File: config.mk
export PLATFORM = sky130hd
export DESIGN_NAME = ring_interlock_scheduler
export DESIGN_NICKNAME = d
export VERILOG_FILES = /design/src/rtl/ring_interlock_scheduler.sv
export SDC_FILE = /design/constraint.sdc
export NUM_CORES = 1
export LEC_CHECK = 0
export BUFFER_PORTS_ARGS = -buffer_cell sky130_fd_sc_hd__clkbuf_2
export CAP_MARGIN = 20
export CELL_PAD_IN_SITES_DETAIL_PLACEMENT = 1
export CELL_PAD_IN_SITES_GLOBAL_PLACEMENT = 2
export CORE_ASPECT_RATIO = 0.7
export CORE_MARGIN = 2
export CORE_UTILIZATION = 36
export DETAILED_ROUTE_END_ITERATION = 12
export PLACE_DENSITY_LB_ADDON = 0.1
export SLEW_MARGIN = 10
export SYNTH_ARGS = -nofsm -noshare
export SYNTH_HDL_FRONTEND = slang
export SYNTH_SLANG_ARGS = --single-unit
File: constraint.sdc
create_clock -name i_clk -period 6.25 [get_ports i_clk]
set_input_delay 0.3125 -clock i_clk [delete_from_list [all_inputs] [get_ports i_clk]]
set_output_delay 0.3125 -clock i_clk [all_outputs]
set_load 0.05 [all_outputs]
File: src/rtl/ring_interlock_scheduler.sv
// Round-robin grant scheduler for an 8-node ring: ring-adjacent nodes are never granted together,
// and every release is followed by a fixed all-grants-low guard interval.
module ring_interlock_scheduler #(
  parameter int TIMEOUT = 255,
  parameter int GUARD   = 2
) (
  input  logic       i_clk,
  input  logic       i_rst_n,
  input  logic       i_enable,
  input  logic [7:0] i_req,
  input  logic [7:0] i_done,
  output logic [7:0] o_grant,
  output logic       o_busy,
  output logic [2:0] o_ptr,
  output logic       o_fault
);

  typedef enum logic [1:0] {
    S_IDLE  = 2'd0,
    S_SCAN  = 2'd1,
    S_HOLD  = 2'd2,
    S_GUARD = 2'd3
  } state_t;

  state_t     r_state, w_state;
  logic [7:0] r_grant, w_grant;
  logic [2:0] r_ptr, w_ptr;
  logic       r_busy, w_busy;
  logic       r_fault, w_fault;
  logic [7:0] r_hcnt, w_hcnt;
  logic [3:0] r_gcnt, w_gcnt;

  logic [7:0] w_sel;
  logic [2:0] w_first;
  logic       w_found;
  logic [2:0] w_idx;
  logic [7:0] w_remain;

  // Greedy pass starting at the round-robin pointer; a node is taken only if both ring
  // neighbours are still free, so the first requesting node in scan order always wins.
  always_comb begin
    w_sel   = '0;
    w_first = '0;
    w_found = 1'b0;
    w_idx   = '0;
    for (int k = 0; k < 8; k++) begin
      w_idx = r_ptr + 3'(k);
      if (i_req[w_idx] && !w_sel[w_idx - 3'd1] && !w_sel[w_idx + 3'd1]) begin
        w_sel[w_idx] = 1'b1;
        if (!w_found) begin
          w_first = w_idx;
          w_found = 1'b1;
        end
      end
    end
  end

  assign w_remain = r_grant & ~i_done;

  always_comb begin
    w_state = r_state;
    w_grant = r_grant;
    w_ptr   = r_ptr;
    w_fault = 1'b0;
    w_hcnt  = r_hcnt;
    w_gcnt  = r_gcnt;
    case (r_state)
      S_IDLE: begin
        w_grant = '0;
        if (i_enable && (i_req != 8'h00)) w_state = S_SCAN;
      end
      S_SCAN: begin
        w_grant = '0;
        if (!i_enable || (i_req == 8'h00)) begin
          w_state = S_IDLE;
        end else begin
          w_grant = w_sel;
          w_ptr   = w_first + 3'd1;
          w_hcnt  = '0;
          w_state = S_HOLD;
        end
      end
      S_HOLD: begin
        // Completion is checked first so a last release coinciding with timeout is not a fault.
        if (w_remain == 8'h00) begin
          w_grant = '0;
          w_gcnt  = '0;
          w_state = S_GUARD;
        end else if (!i_enable) begin
          w_grant = '0;
          w_gcnt  = '0;
          w_state = S_GUARD;
        end else if (r_hcnt == 8'(TIMEOUT - 1)) begin
          w_grant = '0;
          w_fault = 1'b1;
          w_gcnt  = '0;
          w_state = S_GUARD;
        end else begin
          w_grant = w_remain;
          w_hcnt  = r_hcnt + 8'd1;
        end
      end
      S_GUARD: begin
        w_grant = '0;
        if (r_gcnt == 4'(GUARD - 1)) begin
          w_gcnt  = '0;
          w_state = S_IDLE;
        end else begin
          w_gcnt = r_gcnt + 4'd1;
        end
      end
      default: begin
        w_grant = '0;
        w_state = S_IDLE;
      end
    endcase
    w_busy = (w_state != S_IDLE);
  end

  always_ff @(posedge i_clk or negedge i_rst_n) begin
    if (!i_rst_n) begin
      r_state <= S_IDLE;
      r_grant <= '0;
      r_ptr   <= '0;
      r_busy  <= 1'b0;
      r_fault <= 1'b0;
      r_hcnt  <= '0;
      r_gcnt  <= '0;
    end else begin
      r_state <= w_state;
      r_grant <= w_grant;
      r_ptr   <= w_ptr;
      r_busy  <= w_busy;
      r_fault <= w_fault;
      r_hcnt  <= w_hcnt;
      r_gcnt  <= w_gcnt;
    end
  end

  assign o_grant = r_grant;
  assign o_ptr   = r_ptr;
  assign o_busy  = r_busy;
  assign o_fault = r_fault;

endmodule

[After elaboration in Yosys (flattened, before gate mapping)]
Memories as Yosys holds them, arrays and structs flattened.
Index checks and enable logic that the tools add are counted.
Word-level totals
  register bits: 27
  ROM bits: 16
  word-level logic and storage cells: 257
  memories kept: 2
Operators by class
  $add $sub $neg: 25
  magnitude comparators: 31
  equal/unequal tests: 10
  multiplexer cells: 118
  bitwise logic cells: 10
  reductions and logical operators: 54
Memory list
  (name not given): depth 8, bits a word 1, read ports 1, clocked after Yosys merged registers in 0, wr ports 0, RTL line 48  | if (i_req[w_idx] && !w_sel[w_idx - 3'd1] && !w_sel[w_idx + 3'd1]) begin
  (name not given): depth 8, bits a word 1, read ports 1, clocked after Yosys merged registers in 0, wr ports 0, RTL line 48
Operator list (number)
  8-bit 2-to-1 mux: 16
  3-bit by 4-bit < comparator with 1-bit output (second input constant): 23
  1-bit binary-select mux with 3-bit select: 22
  8-bit OR: 7
  3-bit 2-to-1 mux: 15
  1-bit 2-to-1 mux: 43
  3-bit by 1-bit adder with 3-bit output (second input constant): 9
  1-bit logical AND: 25
  1-bit demux with 3-bit select: 8
  3-bit by 1-bit >= comparator with 1-bit output (second input constant): 8
  8-bit one-hot mux with 3 select lines: 1
  3-bit by 1-bit subtractor with 3-bit output (second input constant): 8
  1-bit logical NOT: 17
  8-bit logical NOT: 2
  4-bit 2-to-1 mux: 4
  8-bit one-hot mux with 2 select lines: 1
  3-bit adder (second input constant): 4
  2-bit 2-to-1 mux: 6
  8-bit by 1-bit adder with 8-bit output (second input constant): 1
  8-bit AND: 1
  8-bit equality test (second input constant): 1
  2-bit != test (second input constant): 4
  8-bit inverter: 1
  2-bit one-hot mux with 4 select lines: 1
  15 further kinds: 20

[Depth between registers and ports, before layout]
  depth in word-level cells: 51
  gate-level depth with buffers: 25
  gate-level depth less buffers: 20

[Least setup slack after synthesis]
Ideal clock, no wire load.
  path kind: register -> register
  from: reg r_ptr[0] (netlist: o_ptr[0])
  to: reg r_ptr[2] (netlist: o_ptr[2])
  data arrival time: 5.146 ns
  data required time: 6.114 ns
  setup slack: 0.968 ns
  cell stages (with the launch flop): 24
  cells stage by stage: dfrtp_1 -> buf_4 -> inv_2 -> clkbuf_1 -> ha_1 -> buf_4 -> xor2_1 -> mux2i_1 -> o221ai_1 -> o31ai_4 -> o211a_1 -> buf_4 -> mux2_2 -> o211ai_2 -> nand2_1 -> a21oi_1 -> and3b_1 -> o21bai_1 -> ha_1 -> inv_1 -> nand4_1 -> a21oi_1 -> a21oi_1 -> nand4_1
On the way
  cells in the longest elaborated chain, start to end: 50
  elaborated cells on any way between the ends: 173
Ends and longest elaborated chain
  start: declaration: RTL line 27  | logic [2:0] r_ptr, w_ptr;
  start signal: assignment: RTL line 132  | r_ptr <= w_ptr;
  3-bit by 1-bit subtractor with 3-bit output: RTL line 48
  memory read 8 x 1 bit
  1-bit 2-to-1 mux (implied by the code): RTL line 48
  1-bit logical NOT: RTL line 48
  1-bit logical AND (2 in series): RTL line 48
  8-bit 2-to-1 mux: RTL line 48
  1-bit binary-select mux with 3-bit select: RTL line 48
  1-bit 2-to-1 mux (implied by the code): RTL line 48
  (+31 left out)
  1-bit logical AND (2 in series): RTL line 48
  8-bit 2-to-1 mux: RTL line 48
  1-bit binary-select mux with 3-bit select: RTL line 48
  1-bit 2-to-1 mux (implied by the code): RTL line 48
  1-bit logical NOT: RTL line 48
  1-bit logical AND (2 in series): RTL line 48
  3-bit 2-to-1 mux (*): RTL line 48
  3-bit by 1-bit adder with 3-bit output (*): RTL line 78  | w_ptr = w_first + 3'd1;
Every way passes the cells marked *; elsewhere a longest branch is shown, timed or not. The select of a mux whose other input is x is not followed.
A chain may end at the register's enable or synchronous reset.

[Worst setup path in the final report]
Ends and elaborated chain as after synthesis.

==> impl_metrics.ini <==
[outcome]
outcome = finished clean

[floorplanning]
die-area_um2 = 11100
core_um2 = 9830
std_cell_rows = 30
boundaryPins = 32
die_y_um = 88.9
start_util_pct = 37.7
die_w_um = 125

[synth]
yosysSeqAreaShare_pct = 18.2
synth_seq_cells = 27
synth.net_count = 517
yosys.area.top_type = dfrtp_1
avgSynthCellArea_um2 = 7.65
synthFlopType = dfrtp_1
yosys-top-cells-area = dfrtp_1 (18%), nand2_1 (7.3%), mux4_2 (5.5%)
synth_edf_count = 0
syn_area_um2 = 3700
ys_warn_count = 0
syn_inst = 484
yosysTopAreaCellShare_pct = 18.2
synth_cell_types = 75
async_reset_ff_share_pct = 100

[clock_tree]
clkTransAtPathRegs_ns = 0.07
clock_sinks = 27
post-cts-setup-buffers = 0
cts_resized = 0
htree_levels = 1
max-clock-path-buffers = 2
cts_made_buffers = 3
worstSkewPairLatency_ns = 0.27
clk_root_buffer_cell = clkbuf_16
cts_tree = yes
hold_buffers = 0

[layout]
antenna_cells = 0
layout.nets = 543
final_cell_mix = nand2_1 (72), nor2_1 (39), clkbuf_2 (31)
drive_above_1_share_pct = 16.1
syn2layout_area_growth_pct = 10.5
fin_util_pct = 41.6
final_common_cell = nand2_1
instances_no_fill = 637

[place]
hpwl_mm = 11.8
io_buffers = 31
dp.cells = 633
globalplace.congestion = 0.979

[timing]
slew_viol_final = 0
final_hold_viol_count = 0
rsz0062_at_grt = no
setup_tns_ns = 0
setup_viol = 0
clock_skew_ns = 0.00618
max_slew_margin_pct = 29.0
hold-worst-slack_ns = 0.0877
period_share_pct = 89.2
final.min_clock_period_ns = 5.58
max_freq_ghz = 0.179
tightest_slew_ns = 1.06

[routing]
first_iter_violations = 335
ant_nets = 0
post-route-drc-count = 0
first_pass_iters = 5
vias = 4156
wl_per_cell_um = 23.9
via_per_inst = 6.52
postRouteWirelength_mm = 15.2

[setup_path]
path_max_fanout = 15
worstPathRequired_ns = 6.40
reg2regPathDepth = 21
reg2reg_to = o_ptr[2]$_DFFE_PN0P_
worstSetupPathType = flip-flop to flip-flop
startpoint_type = flip-flop
r2r_slack_ns = 0.67
worstReg2RegStart = o_ptr[0]$_DFFE_PN0P_
cp-end-kind = flip-flop
arrival_ns = 5.72

[global_route]
antenna_found_initial = 0
grtUsageTotal_pct = 27.5
grt_pass1_vias = 3989
gr-total-overflow = 0
grt_max_degree = 28
grt_pass1_wl_mm = 23.6

[min_path]
min_path_type = input pin to asynchronous set/reset pin

[run]
cap_violations = 0
[cells by family after synthesis]
| group | share of synthesized area (%) |
|---|---|
| xor+xnor | 4.39 |
| flops | 18.2 |
| mux | 10.1 |
| compound gates | 32.2 |
| simple gates | 23.9 |
| fa+ha+maj | 4.73 |
| buf+inv | 6.42 |
[flip-flops by register name (all words and copies together), names as in the netlist]
register / count
o_busy: 1
o_fault: 1
o_grant: 8
o_ptr: 3
r_gcnt: 4
r_hcnt: 8
r_state: 2
[worst max-delay path by stage]
stage | start | end | cells past startpoint
after floorplan | o_ptr[0]$_DFFE_PN0P_ | o_ptr[2]$_DFFE_PN0P_ | 23
after global placement | o_ptr[1]$_DFFE_PN0P_ | o_ptr[2]$_DFFE_PN0P_ | 21
after detailed placement | o_ptr[0]$_DFFE_PN0P_ | o_ptr[2]$_DFFE_PN0P_ | 20
after CTS | o_ptr[0]$_DFFE_PN0P_ | o_ptr[2]$_DFFE_PN0P_ | 20
after global routing | o_ptr[1]$_DFFE_PN0P_ | o_ptr[2]$_DFFE_PN0P_ | 20
final | o_ptr[0]$_DFFE_PN0P_ | o_ptr[2]$_DFFE_PN0P_ | 21
[synthesized netlist by cell type, types with 4 or more instances]
| master | n |
|---|---|
| nand2_1 | 72 |
| nor2_1 | 39 |
| a21oi_1 | 30 |
| o21ai_0 | 29 |
| dfrtp_1 | 27 |
| inv_1 | 18 |
| ha_1 | 14 |
| nand3_1 | 14 |
| clkbuf_1 | 13 |
| nor2b_1 | 12 |
| nor3_1 | 10 |
| buf_2 | 9 |
| mux2i_1 | 9 |
| mux4_2 | 9 |
| a211oi_1 | 8 |
| xnor2_1 | 8 |
| xor2_1 | 8 |
| a31o_1 | 7 |
| nand4_1 | 7 |
| nor4_1 | 7 |
| o22ai_1 | 7 |
| o31ai_1 | 7 |
| or3_1 | 7 |
| buf_4 | 5 |
| o21a_1 | 5 |
| o21bai_1 | 5 |
| and2_1 | 4 |
| mux2_2 | 4 |
| nand2b_1 | 4 |
| o2111ai_1 | 4 |
| o211ai_1 | 4 |
| o221ai_1 | 4 |
| o31a_1 | 4 |
[stage by stage]
step | worst slack (ns) | cell area (um2)
after floorplan | 0.968 | 3700
after global placement | 0.955 | 4020
after detailed placement | 0.829 | 4020
after CTS | 0.818 | 4100
after global routing | 0.373 | 4100
final | 0.672 | 4100
[layer usage]
layer | wire length (um) | vias up | track usage [%]
met5 | 0 | - | 0
met4 | 197 | 0 | 4.95
met3 | 993 | 18 | 4.23
met2 | 6390 | 168 | 41.3
met1 | 7650 | 2089 | 41.9
li1 | - | 1881 | -
[area by class of cell]
type                       instances  area, um2
multi-input combinational        406       2790
tap                              128        160
sequential                        27        677
fill                            1252       5740
timing repair buffer              52        313
clock buffer                       4       78.8
inverter                          20       75.1
[critical path, stage by stage (launching register included)]
cell and delay (ns):
dfrtp_2 0.43, inv_2 0.06, buf_4 0.25, ha_1 0.36, xnor3_1 0.44, mux4_1 0.23
and2_1 0.35, o31a_1 0.55, a2111oi_0 0.32, o21bai_1 0.25, a221oi_2 0.42, a21boi_4 0.30
nand2_1 0.21, o21a_1 0.26, nor3_1 0.15, o21bai_1 0.13, ha_1 0.23, inv_1 0.09
nand4_1 0.10, a21oi_1 0.08, a21oi_1 0.12, nand4_1 0.10
Power is left out: the tool's default activity adds up to more than one toggle a clock period on the data nets, which glitch-free logic cannot reach.
